File: config.mk
export PLATFORM = sky130hd
export DESIGN_NAME = mod_counter_flat
export DESIGN_NICKNAME = d
export VERILOG_FILES = /design/src/rtl/mod_counter_pkg.sv /design/src/rtl/mod_counter_if.sv /design/src/rtl/mod_counter_step.sv /design/src/rtl/mod_counter.sv /design/src/flat_wrapper.sv
export SDC_FILE = /design/constraint.sdc
export NUM_CORES = 1
export LEC_CHECK = 0
export ABC_CLOCK_PERIOD_IN_PS = 3030
export CAP_MARGIN = 20
export CORE_MARGIN = 8
export CORE_UTILIZATION = 35
export CTS_CLUSTER_SIZE = 16
export DETAILED_ROUTE_END_ITERATION = 8
export GPL_TIMING_DRIVEN = 0
export SLEW_MARGIN = 20
export SYNTH_ARGS = -nofsm -noshare
export SYNTH_HDL_FRONTEND = slang
export SYNTH_SLANG_ARGS = --single-unit
File: constraint.sdc
create_clock -name CLK -period 3.03 [get_ports CLK]
set_input_delay 0.606 -clock CLK [delete_from_list [all_inputs] [get_ports CLK]]
set_output_delay 0.606 -clock CLK [all_outputs]
set_load 0.005 [all_outputs]
File: src/rtl/mod_counter_pkg.sv
`default_nettype none
// +-----------------------------------------------------------------+
// | mod_counter_pkg : shared encodings for the modulo counter       |
// | Rev 1.0                                                         |
// +-----------------------------------------------------------------+
package mod_counter_pkg;
  localparam logic MODE_WRAP = 1'b0;
  localparam logic MODE_SAT  = 1'b1;
  localparam logic DIR_UP    = 1'b1;
  localparam logic DIR_DOWN  = 1'b0;
endpackage : mod_counter_pkg
`default_nettype wire

File: src/rtl/mod_counter_if.sv
`default_nettype none
// +-----------------------------------------------------------------+
// | mod_counter_if : control/data bundle of the modulo counter      |
// | Rev 1.0                                                         |
// +-----------------------------------------------------------------+
interface mod_counter_if #(
  parameter int WIDTH = 8
);
  logic             EN;
  logic             LOAD;
  logic             UD;
  logic             MODE;
  logic [WIDTH-1:0] DATA;
  logic [WIDTH-1:0] MAXV;
  logic [WIDTH-1:0] DOUT;
  logic             COUT;
  logic             SAT;

  modport master (
    output EN, LOAD, UD, MODE, DATA, MAXV,
    input  DOUT, COUT, SAT
  );

  modport slave (
    input  EN, LOAD, UD, MODE, DATA, MAXV,
    output DOUT, COUT, SAT
  );
endinterface : mod_counter_if
`default_nettype wire

File: src/rtl/mod_counter_step.sv
`default_nettype none
// +-----------------------------------------------------------------+
// | mod_counter_step : next count, boundary and saturate flags      |
// | Rev 1.0                                                         |
// +-----------------------------------------------------------------+
module mod_counter_step
  import mod_counter_pkg::*;
#(
  parameter int WIDTH = 8
) (
  input  logic [WIDTH-1:0] dout,
  input  logic             ud,
  input  logic             mode,
  input  logic [WIDTH-1:0] maxv,
  output logic [WIDTH-1:0] nxt,
  output logic             bnd,
  output logic             sat
);
  localparam logic [WIDTH-1:0] c_one = 1;

  logic w_sat_mode;
  assign w_sat_mode = (mode == MODE_SAT);

  always_comb begin
    nxt = dout;
    bnd = 1'b0;
    sat = 1'b0;
    if (ud == DIR_UP) begin
      // ">=" also catches a count left above a freshly lowered MAXV
      if (dout >= maxv) begin
        bnd = 1'b1;
        sat = w_sat_mode;
        nxt = w_sat_mode ? maxv : '0;
      end else begin
        nxt = dout + c_one;
      end
    end else begin
      if (dout > maxv) begin
        bnd = 1'b1;
        sat = w_sat_mode;
        nxt = maxv;
      end else if (dout == '0) begin
        bnd = 1'b1;
        sat = w_sat_mode;
        nxt = w_sat_mode ? '0 : maxv;
      end else begin
        nxt = dout - c_one;
      end
    end
  end
endmodule : mod_counter_step
`default_nettype wire

File: src/rtl/mod_counter.sv
`default_nettype none
// +-----------------------------------------------------------------+
// | mod_counter : up/down counter over 0..MAXV, wrap or saturate    |
// | Rev 1.0                                                         |
// +-----------------------------------------------------------------+
module mod_counter
  import mod_counter_pkg::*;
#(
  parameter int          WIDTH   = 8,
  parameter int unsigned RST_VAL = 0
) (
  input  logic         CLK,
  input  logic         RST,
  mod_counter_if.slave bus
);
  localparam logic [WIDTH-1:0] c_rst_val = WIDTH'(RST_VAL);

  logic [WIDTH-1:0] r_dout;
  logic             r_cout;
  logic             r_sat;

  logic [WIDTH-1:0] w_nxt;
  logic             w_bnd;
  logic             w_sat;
  logic [WIDTH-1:0] w_load_val;

  mod_counter_step #(
    .WIDTH (WIDTH)
  ) u_step (
    .dout (r_dout),
    .ud   (bus.UD),
    .mode (bus.MODE),
    .maxv (bus.MAXV),
    .nxt  (w_nxt),
    .bnd  (w_bnd),
    .sat  (w_sat)
  );

  // Loads are clamped so the count never starts outside 0..MAXV
  assign w_load_val = (bus.DATA > bus.MAXV) ? bus.MAXV : bus.DATA;

  always_ff @(posedge CLK) begin
    if (RST) begin
      r_dout <= c_rst_val;
      r_cout <= 1'b0;
      r_sat  <= 1'b0;
    end else if (bus.LOAD) begin
      r_dout <= w_load_val;
      r_cout <= 1'b0;
      r_sat  <= 1'b0;
    end else if (bus.EN) begin
      r_dout <= w_nxt;
      r_cout <= w_bnd;
      r_sat  <= w_sat;
    end else begin
      r_cout <= 1'b0;
      r_sat  <= 1'b0;
    end
  end

  assign bus.DOUT = r_dout;
  assign bus.COUT = r_cout;
  assign bus.SAT  = r_sat;
endmodule : mod_counter
`default_nettype wire

File: src/flat_wrapper.sv
// flat-port wrapper written by rule: the top's interface ports become plain ports
module mod_counter_flat import mod_counter_pkg::*;
#(
  parameter int          WIDTH   = 8,
  parameter int unsigned RST_VAL = 0
)
  (CLK, RST, bus_EN, bus_LOAD, bus_UD, bus_MODE, bus_DATA, bus_MAXV, bus_DOUT, bus_COUT, bus_SAT);
  mod_counter_if #(.WIDTH(WIDTH)) bus_i ();
  input  logic CLK;
  input  logic RST;
  input wire logic [$bits(bus_i.EN)-1:0] bus_EN;
  input wire logic [$bits(bus_i.LOAD)-1:0] bus_LOAD;
  input wire logic [$bits(bus_i.UD)-1:0] bus_UD;
  input wire logic [$bits(bus_i.MODE)-1:0] bus_MODE;
  input wire logic [$bits(bus_i.DATA)-1:0] bus_DATA;
  input wire logic [$bits(bus_i.MAXV)-1:0] bus_MAXV;
  output wire logic [$bits(bus_i.DOUT)-1:0] bus_DOUT;
  output wire logic [$bits(bus_i.COUT)-1:0] bus_COUT;
  output wire logic [$bits(bus_i.SAT)-1:0] bus_SAT;
  assign bus_i.EN = bus_EN;
  assign bus_i.LOAD = bus_LOAD;
  assign bus_i.UD = bus_UD;
  assign bus_i.MODE = bus_MODE;
  assign bus_i.DATA = bus_DATA;
  assign bus_i.MAXV = bus_MAXV;
  assign bus_DOUT = bus_i.DOUT;
  assign bus_COUT = bus_i.COUT;
  assign bus_SAT = bus_i.SAT;
  mod_counter #(.WIDTH(WIDTH), .RST_VAL(RST_VAL)) u_core (.CLK(CLK), .RST(RST), .bus(bus_i));
endmodule
==> results.md, run 1 <==
Critical path:
- The category of the worst setup path capture point is a flop.
- The startpoint of the worst-slack reg-to-reg timing path is u_core.bus.DOUT[5]$_SDFFE_PP0P_.
- STA puts the critical path data arrival time at around 3000 ps.
- The critical path start-end classification is in -> reg.
- The worst register-to-register path has a depth of 9.
- STA classifies the critical path startpoint as an input pin.
- The terminus of the critical flop-to-flop path is u_core.bus.DOUT[2]$_SDFFE_PP0P_.
- The maximum net fanout on the critical path is 7.
- The worst register-to-register path has a setup slack of roughly 740 ps.
- For the worst setup path, the data required time is 3150 ps.
- In this run the worst setup path terminates at u_core.bus.DOUT[0]$_SDFFE_PP0P_.
- In this run the worst setup path begins at bus_MAXV[7].

Clock network:
- CTS built an H-tree with a depth of 1.
- TritonCTS built the clock tree.
- The clock sink count is 10.
- The clock-pin slew on the worst setup and hold paths is ~60 ps.
- In this run, post-CTS hold repair placed 0 buffers.
- The clock passes through at most 2 buffers.
- The latest clock arrival within the worst-skew pair is 250 ps.
- Buffers inserted during clock tree synthesis total 3.
- The tree is rooted in a sky130_fd_sc_hd__clkbuf_8.

Logic synthesis:
- The number of register bits inferred by synthesis is 10.
- The leading register cell type out of synthesis is sky130_fd_sc_hd__dfxtp_1.
- Sequential cells were found to cover 13.61% of the synthesized design area.
- The net count after synthesis is ~220.
- The number of warnings reported in the yosys synthesis log is 0.
- Yosys mapped a number of flops with a built-in enable equal to 0.
- In this run the cell area of the synthesized design comes to 0.001471 mm^2.
- The count of mapped cells out of synthesis is 178.
- The proportion of synthesized flip-flops having asynchronous set or reset is 0%.
- After synthesis, the netlist uses between 40 and 50 different library cells.
- Dividing the synthesized area by the synthesized cell count gives roughly 8.3 um^2.

Timing:
- The final critical-path required period is ~2900 ps.
- The setup TNS is 0 ps.
- The transition at the pin with the smallest max-transition slack is 480.7 ps.
- Across the routed clock network, the largest skew measured is 3.807 ps.
- Setup violations remaining at the end of the flow were counted as 0.
- The number of hold violations in the final report is 0.
- Headroom to the max-slew limit came out at 67.95%.
- The share of the clock period used by the worst path is a little over nine tenths.
- The final max-slew violation count is 0.
- The maximum operating frequency is approximately 340 MHz.

Global routing:
- The initial antenna violation count is 0.
- Entering global routing, the biggest net connects 11 pins.
- The total congestion overflow is 0.
- The number of global-route vias before repair came to ~1,600.
- The global-route usage over all layers is between 10% and 20%.
- The wire length of the first global-routing pass is approximately 7800 um.

Floorplanning:
- From left edge to right edge, the die measures 80.84 um.
- After floorplanning, the core was sized to cover 0.004029 mm^2.
- Once the floorplan was initialized, standard cells occupied a little over a third of the core.
- Pin placement for this block handled 32 I/O pins.
- The die height is between 80 and 90 um.
- The area of the die is about 0.0065 mm^2.
- The number of rows in the core area is 23.

Finish:
- The synthesis-to-layout area growth is 31.04%.
- In the final layout, the share of cells above drive strength 1 is 14.49%.
- Leaving out fill and tap cells, the most frequent cell in the layout is sky130_fd_sc_hd__clkdlybuf4s50_1.
- The top cell types in the final layout, fill and taps aside, are 30 x sky130_fd_sc_hd__clkdlybuf4s50_1, 19 x sky130_fd_sc_hd__ha_1, 14 x sky130_fd_sc_hd__inv_1, 10 x sky130_fd_sc_hd__dfxtp_1.
- The repair_antennas step left the layout with diodes totalling 0.
- The net count of the finished layout is roughly 260.

Route:
- The via count of the routed design is about 1,600.
- The post-route DRC violation count is 0.
- In the routed layout, each cell is associated on average with a via count of approximately 6.
- The post-route antenna net violation count is 0.
- The first TritonRoute pass finished after 4 iterations.
- The final routed wire length divided by cell count is approximately 17 um.
- The sum of routed wire length over all layers is about 4600 um.
- After the first detailed-routing iteration, the DRC count stood at between 150 and 200.

Run status:
- The flow ran to the end, and the final reports show no timing, DRC or antenna violations.

Place:
- Detailed placement finished with a half-perimeter wire length of 3574 um.
- At the end of routability-driven placement, the weighted congestion stood at around 0.83.
- The number of I/O port buffers is 30.

Power and ir drop:
- In this run, flip-flops and latches consume between 20% and 30% of the power.
- In this run, the combinational gates consume 51.1% of the power.
- The switching share of power is 38.49%.
- The peak ir drop on the vdd network is about 0.00013 V.
- In this run the power spent charging and discharging nets is between 200 and 300 uW.
- For this design the ratio of total power to cell area is 370.1 mW/mm^2.
- In this run the static leakage power is 0.0007597 uW.
- The clock share of power is 25.4%.
- The internal power is ~440 uW.
- The total design power is a little over 700 uW.

Hold path:
- The path class of the tightest hold or removal check is in -> reg.

Job:
- The count of max-cap constraint violations is 0.
## power groups by stage
stage          combinational [uW]  sequential, uW  clock (uW)
2_1_floorplan                 237             165           0
3_3_place_gp                  352             171           0
3_5_place_dp                  353             170           0
4_1_cts                       357             167         182
5_1_grt                       404             171         186
6_report                      365             168         181
## cells in the mapped netlist, types with 2 or more instances
cell type	instances	area [um^2]
sky130_fd_sc_hd__nand3_1	6	30.03
sky130_fd_sc_hd__nor2b_1	3	18.77
sky130_fd_sc_hd__dfxtp_1	10	200.2
sky130_fd_sc_hd__buf_6	3	33.78
sky130_fd_sc_hd__o311a_1	2	20.02
sky130_fd_sc_hd__a221oi_1	6	52.55
sky130_fd_sc_hd__and4_1	3	26.28
sky130_fd_sc_hd__o311ai_0	2	17.52
sky130_fd_sc_hd__buf_1	2	7.510
sky130_fd_sc_hd__xor2_1	7	61.31
sky130_fd_sc_hd__a21oi_1	6	30.03
sky130_fd_sc_hd__ha_1	19	237.7
sky130_fd_sc_hd__o32ai_1	3	26.28
sky130_fd_sc_hd__a211oi_1	2	15.01
sky130_fd_sc_hd__mux2_2	6	67.56
sky130_fd_sc_hd__o22ai_1	3	18.77
sky130_fd_sc_hd__o21a_1	2	15.01
sky130_fd_sc_hd__inv_1	14	52.55
sky130_fd_sc_hd__clkbuf_1	2	7.510
sky130_fd_sc_hd__buf_2	4	20.02
sky130_fd_sc_hd__o21ai_0	5	25.02
sky130_fd_sc_hd__nand4_1	8	50.05
sky130_fd_sc_hd__o211ai_2	2	25.02
sky130_fd_sc_hd__xnor2_1	5	43.79
sky130_fd_sc_hd__nand2b_1	3	18.77
sky130_fd_sc_hd__o211ai_1	4	30.03
sky130_fd_sc_hd__nor2_1	9	33.78
sky130_fd_sc_hd__nand2_1	8	30.03
sky130_fd_sc_hd__nor3_1	3	15.01
sky130_fd_sc_hd__a222oi_1	6	60.06
sky130_fd_sc_hd__a221o_1	2	20.02
## logic make-up (layout without fill, tap and decap cells)
logic type | after synthesis | in the layout | synth area share, %
AO/OA/AOI/OAI | 54 | 54 | 30.02
buffers and inverters | 25 | 61 | 8.249
XOR/XNOR | 12 | 12 | 7.143
AND/OR/NAND/NOR | 52 | 52 | 20.24
multiplexers | 6 | 6 | 4.592
flip-flops | 10 | 10 | 13.61
adder cells (fa/ha/maj) | 19 | 19 | 16.16
## how the worst min path moves through the flow
stage | startpoint | endpoint | slack, ps | depth (start not counted)
2_1_floorplan | u_core.bus.DOUT[0]$_SDFFE_PP0P_ | u_core.bus.DOUT[0]$_SDFFE_PP0P_ | 670 | 2
3_3_place_gp | u_core.bus.DOUT[1]$_SDFFE_PP0P_ | u_core.bus.DOUT[1]$_SDFFE_PP0P_ | 820 | 2
3_5_place_dp | u_core.bus.DOUT[0]$_SDFFE_PP0P_ | u_core.bus.DOUT[0]$_SDFFE_PP0P_ | 800 | 2
4_1_cts | RST | u_core.bus.DOUT[1]$_SDFFE_PP0P_ | 790 | 2
5_1_grt | RST | u_core.bus.DOUT[1]$_SDFFE_PP0P_ | 840 | 2
6_report | RST | u_core.bus.DOUT[0]$_SDFFE_PP0P_ | 790 | 2
## state kept, by name, summed over array words and instances, names as in the netlist
register	count
u_core.bus.SAT	1
u_core.bus.COUT	1
u_core.bus.DOUT	8
## stage by stage
step	cells	instance area [um^2]	util, %	hold slack [ps]	setup WS (ps)
CTS	262	1894	47.02	792.0	34.48
global placement	258	1834	45.53	817.3	-333.1
finish	264	1928	47.86	794.5	115.5
global route	264	1928	47.86	844.6	-6.752
floorplan	178	1471	-	674.6	676.1
detailed placement	258	1834	45.53	795.3	-310.2
## final cells by class
cell class	count	area (um^2)
fillers	429	2101
multi-input cells	143	1174
plain buffers	11	68.82
clock buffers	4	55.05
inverters	14	52.55
well taps	50	62.56
repair buffers	32	315.3
flip-flops and latches	10	200.2
## per-layer routing
metal / vias to the layer above / track usage, % / wire length [um]
met5: - / 0 / 0
met4: 0 / 4.821 / 65
met3: 5 / 2.428 / 268
met2: 48 / 23.66 / 2160
met1: 738 / 19.61 / 2102
li1: 771 / - / -
## critical path, stage by stage
cell and delay (ps):
sky130_fd_sc_hd__clkdlybuf4s50_1 540, sky130_fd_sc_hd__inv_1 110, sky130_fd_sc_hd__ha_1 330, sky130_fd_sc_hd__nand2_1 60, sky130_fd_sc_hd__o21a_1 240, sky130_fd_sc_hd__nor2_4 220, sky130_fd_sc_hd__mux2_2 360, sky130_fd_sc_hd__a222oi_1 400
sky130_fd_sc_hd__o32ai_1 160
## what timing repair did
action,CTS,global route
setup buffers,0,2
pin swaps,0,4
endpoints found under the setup margin,1,6
cloned,0,0
resized for setup,1,5
hold endpoints to repair,0,0
No activity file was read; power rests on OpenSTA's default activity.
==> run 2: changes to the inputs <==
--- a/config.mk
+++ b/config.mk
@@ -16,3 +16,4 @@
 export SYNTH_ARGS = -nofsm -noshare
 export SYNTH_HDL_FRONTEND = slang
 export SYNTH_SLANG_ARGS = --single-unit
+export TNS_END_PERCENT = 20
==> results of run 2 <==
The final DEF is identical to that of run 1; final timing and power are the same.
==> run 3: changes to the inputs <==
--- a/config.mk
+++ b/config.mk
@@ -5,7 +5,7 @@
 export SDC_FILE = /design/constraint.sdc
 export NUM_CORES = 1
 export LEC_CHECK = 0
-export ABC_CLOCK_PERIOD_IN_PS = 3030
+export ABC_CLOCK_PERIOD_IN_PS = 3300
 export CAP_MARGIN = 20
 export CORE_MARGIN = 8
 export CORE_UTILIZATION = 35
==> constraint.sdc (replaced) <==
create_clock -name CLK -period 3.3 [get_ports CLK]
set_input_delay 0.66 -clock CLK [delete_from_list [all_inputs] [get_ports CLK]]
set_output_delay 0.66 -clock CLK [all_outputs]
set_load 0.005 [all_outputs]
==> run 3 against run 2 <==
  * Critical endpoint unchanged
  * Sequential power decreased by 8%
  * Clock power is 8% lower
  * Power decreased by 9.2%
==> results.md, run 3 (same netlist as run 1, synthesis figures left out) <==
Critical path:
- The category of the worst setup path capture point is a flop.
- At the worst endpoint, the required time is approximately 3500 ps.
- The endpoint arrival time on the critical path is 3230 ps.
- The startpoint of the worst-slack reg-to-reg timing path is u_core.bus.DOUT[5]$_SDFFE_PP0P_.
- The critical path start-end classification is in -> reg.
- Of all nets on the critical path, the largest fanout is 6.
- In this run the register-to-register setup slack is 1010 ps.
- The worst setup path is launched from an input pin.
- The cell depth of the worst flop-to-flop path is 9.
- The worst register-to-register path ends at u_core.bus.DOUT[2]$_SDFFE_PP0P_.

Finish:
- The register with the most flip-flops in the layout has 8 of them.
- The number of fillers in the final layout is around 430.
- In the layout the commonest cells are 30 x sky130_fd_sc_hd__clkdlybuf4s50_1, 19 x sky130_fd_sc_hd__ha_1, 14 x sky130_fd_sc_hd__inv_1, 10 x sky130_fd_sc_hd__dfxtp_1, 9 x sky130_fd_sc_hd__nor2_1.
- The repair_antennas step left the layout with diodes totalling 0.
- The final non-filler cell area is ~0.0019 mm^2.
- Compared with the post-synthesis result, the final layout area differs by 28.74%.
- The layout cell share with drive strength beyond 1 is roughly an eighth.
- The area of combinational cells with multiple inputs is ~0.0012 mm^2.
- The library cell used most frequently in the layout, excluding fill and tap cells, is sky130_fd_sc_hd__clkdlybuf4s50_1.
- The net count of the finished layout is 254.
- The sequential cell area is between 200 and 250 um^2.
- The non-filler instance count after layout is between 200 and 300.

Timing:
- Setup repair after global routing left no endpoint under its margin.
- The maximum operating frequency is about 330 MHz.
- Setup violations remaining at the end of the flow were counted as 0.
- The share of the clock period used by the worst path is just over 90%.
- The slack of the critical path is around 230 ps.
- At the pin with the least slew margin, the transition time is about 700 ps.
- Headroom to the max-slew limit came out at about 53%.
- The tightest hold path in the finished design has a slack of roughly 800 ps.
- The clock period could shrink to slightly above 3000 ps.
- The number of hold violations in the final report is 0.
- The final max-slew violation count was 0.
- The worst setup skew after layout is 1.732 ps.

Route:
- The post-detailed-route via-to-cell ratio is 5.901.
- The first-iteration detailed-routing DRC count is 180.
- The detailed-routing iteration count for the pre-antenna-repair pass is 5.
- The final routed wire length divided by cell count is around 17 um.
- The count of nets left with antenna violations once routing finished came out at 0.
- For this block, the routed nets add up to between 4000 and 5000 um of wire.
- The post-route DRC violation count is 0.
- The routed layout has 1,546 vias.

Global routing:
- The global-route usage over all layers is between 10 and 15%.
- The number of global-route vias before repair was 1,567.
- The total overflow left after global routing is 0.
- Entering global routing, the biggest net connects 11 pins.
- The initial antenna violation count is 0.
- The wire length of the first global-routing pass is slightly below 8000 um.

Clock network:
- The clock buffer count from CTS is 3.
- The maximum clock insertion buffer count is 2.
- The root cell of the clock tree is sky130_fd_sc_hd__clkbuf_8.
- The setup fix buffers added after clock tree synthesis is 0.
- For the worst-skew pair, the clock arrives at the later sink with an insertion delay of between 200 and 300 ps.
- The clock sink count is 10.
- The TritonCTS clock tree is yes.
- In this run the number of H-tree levels came out at 1.
- The hold buffer count at CTS is 0.
- The clock-pin slew on the worst setup and hold paths is 60 ps.

Hold path:
- The worst hold path stage count is 2.
- The worst hold path endpoint is u_core.bus.DOUT[0]$_SDFFE_PP0P_.
- The launch instance of the worst min-delay path is u_core.bus.DOUT[0]$_SDFFE_PP0P_.
- The classification of the worst-slack hold path is reg -> reg.

Place:
- Prior to clock tree synthesis, the placed netlist has a worst setup slack of -94.15 ps.
- The final weighted congestion in routability-driven placement is 0.8254.
- The detailed placer's ending HPWL is 3574 um.
- The count of buffers added on input and output ports is 30.
- The cell area reported after detailed placement is between 0.0015 and 0.002 mm^2.
- The total placed cells including tap cells is ~260.

Floorplanning:
- The floorplan step defined a die boundary enclosing 0.006535 mm^2.
- The number of I/O pins is 32.
- In this run the standard cell core region covers a little over 0.004 mm^2.
- The number of rows in the core area is 23.
- The floorplan die width is just over 80 um.
- Measured along the y axis, the die boundary spans 80.84 um.
- The initial core utilization is between 30 and 40%.

Run status:
- The flow ran to the end, and the final reports show no timing, DRC or antenna violations.

Power and ir drop:
- The power density over the cells is between 300 and 400 mW/mm^2.
- The leakage power figure is between 0.0007 and 0.0008 uW.
- VDD sags by at most 0.0001142 V.

Job:
- The count of max-cap constraint violations is 0.
[run 3: changes by cell type in the layout (fill, tap and decap cells not counted), sizes merged]
cell  change
buf       -2
[run 3: how the worst max path moves through the flow]
stage,end,depth (start not counted),from,slack [ps]
final,u_core.bus.DOUT[0]$_SDFFE_PP0P_,9,bus_MAXV[7],230
after global routing,u_core.bus.DOUT[7]$_SDFFE_PP0P_,9,bus_MAXV[7],10
after CTS,u_core.bus.DOUT[0]$_SDFFE_PP0P_,9,bus_MAXV[7],160
after detailed placement,u_core.bus.DOUT[0]$_SDFFE_PP0P_,9,bus_MAXV[7],-90
after global placement,u_core.bus.DOUT[0]$_SDFFE_PP0P_,9,bus_MAXV[7],-120
after floorplan,u_core.bus.DOUT[0]$_SDFFE_PP0P_,8,bus_MAXV[7],890
[run 3: where the power goes]
part           internal [uW]  switching (uW)
clock                    106            60.9
sequential               133            20.8
combinational            160             167
total                    399             249
[run 3: routing by layer]
layer  part of all wire [%]  track usage [%]  up-vias
met5                      0                0        -
met4                    1.4            4.821        0
met3                    6.6            2.428        5
met2                     47            23.58       48
met1                     45            19.61      727
li1                       -                -      766
[run 3: final cells by class]
class,instances,share of cell area (%)
plain buffers,11,3.633
clock buffers,4,2.906
inverters,14,2.774
multi-input cells,143,60.96
flip-flops and latches,10,10.57
well taps,50,3.303
repair buffers,30,15.85
[run 3: timing repair]
| action | 4_1_cts | 5_1_grt |
|---|---|---|
| hold endpoints to repair | 0 | 0 |
| gates resized for setup | 0 | 1 |
| setup endpoints to repair | 0 | 1 |
[run 3: through the flow]
step                utilization, %  total power, uW  TNS, ps
floorplan                        -            369.4        0
global placement             45.53            479.7   -118.4
detailed placement           45.53            480.5   -97.39
CTS                          46.89            647.4        0
global route                 47.02            691.5        0
finish                       47.02            648.1        0
[run 3: critical path, stage by stage]
cell and delay (ps):
sky130_fd_sc_hd__clkdlybuf4s50_1 540, sky130_fd_sc_hd__inv_1 110, sky130_fd_sc_hd__ha_1 330, sky130_fd_sc_hd__nand4_1 160
sky130_fd_sc_hd__nor2_1 310, sky130_fd_sc_hd__a211oi_2 110, sky130_fd_sc_hd__a21boi_0 590, sky130_fd_sc_hd__a222oi_1 240
sky130_fd_sc_hd__o32ai_1 170
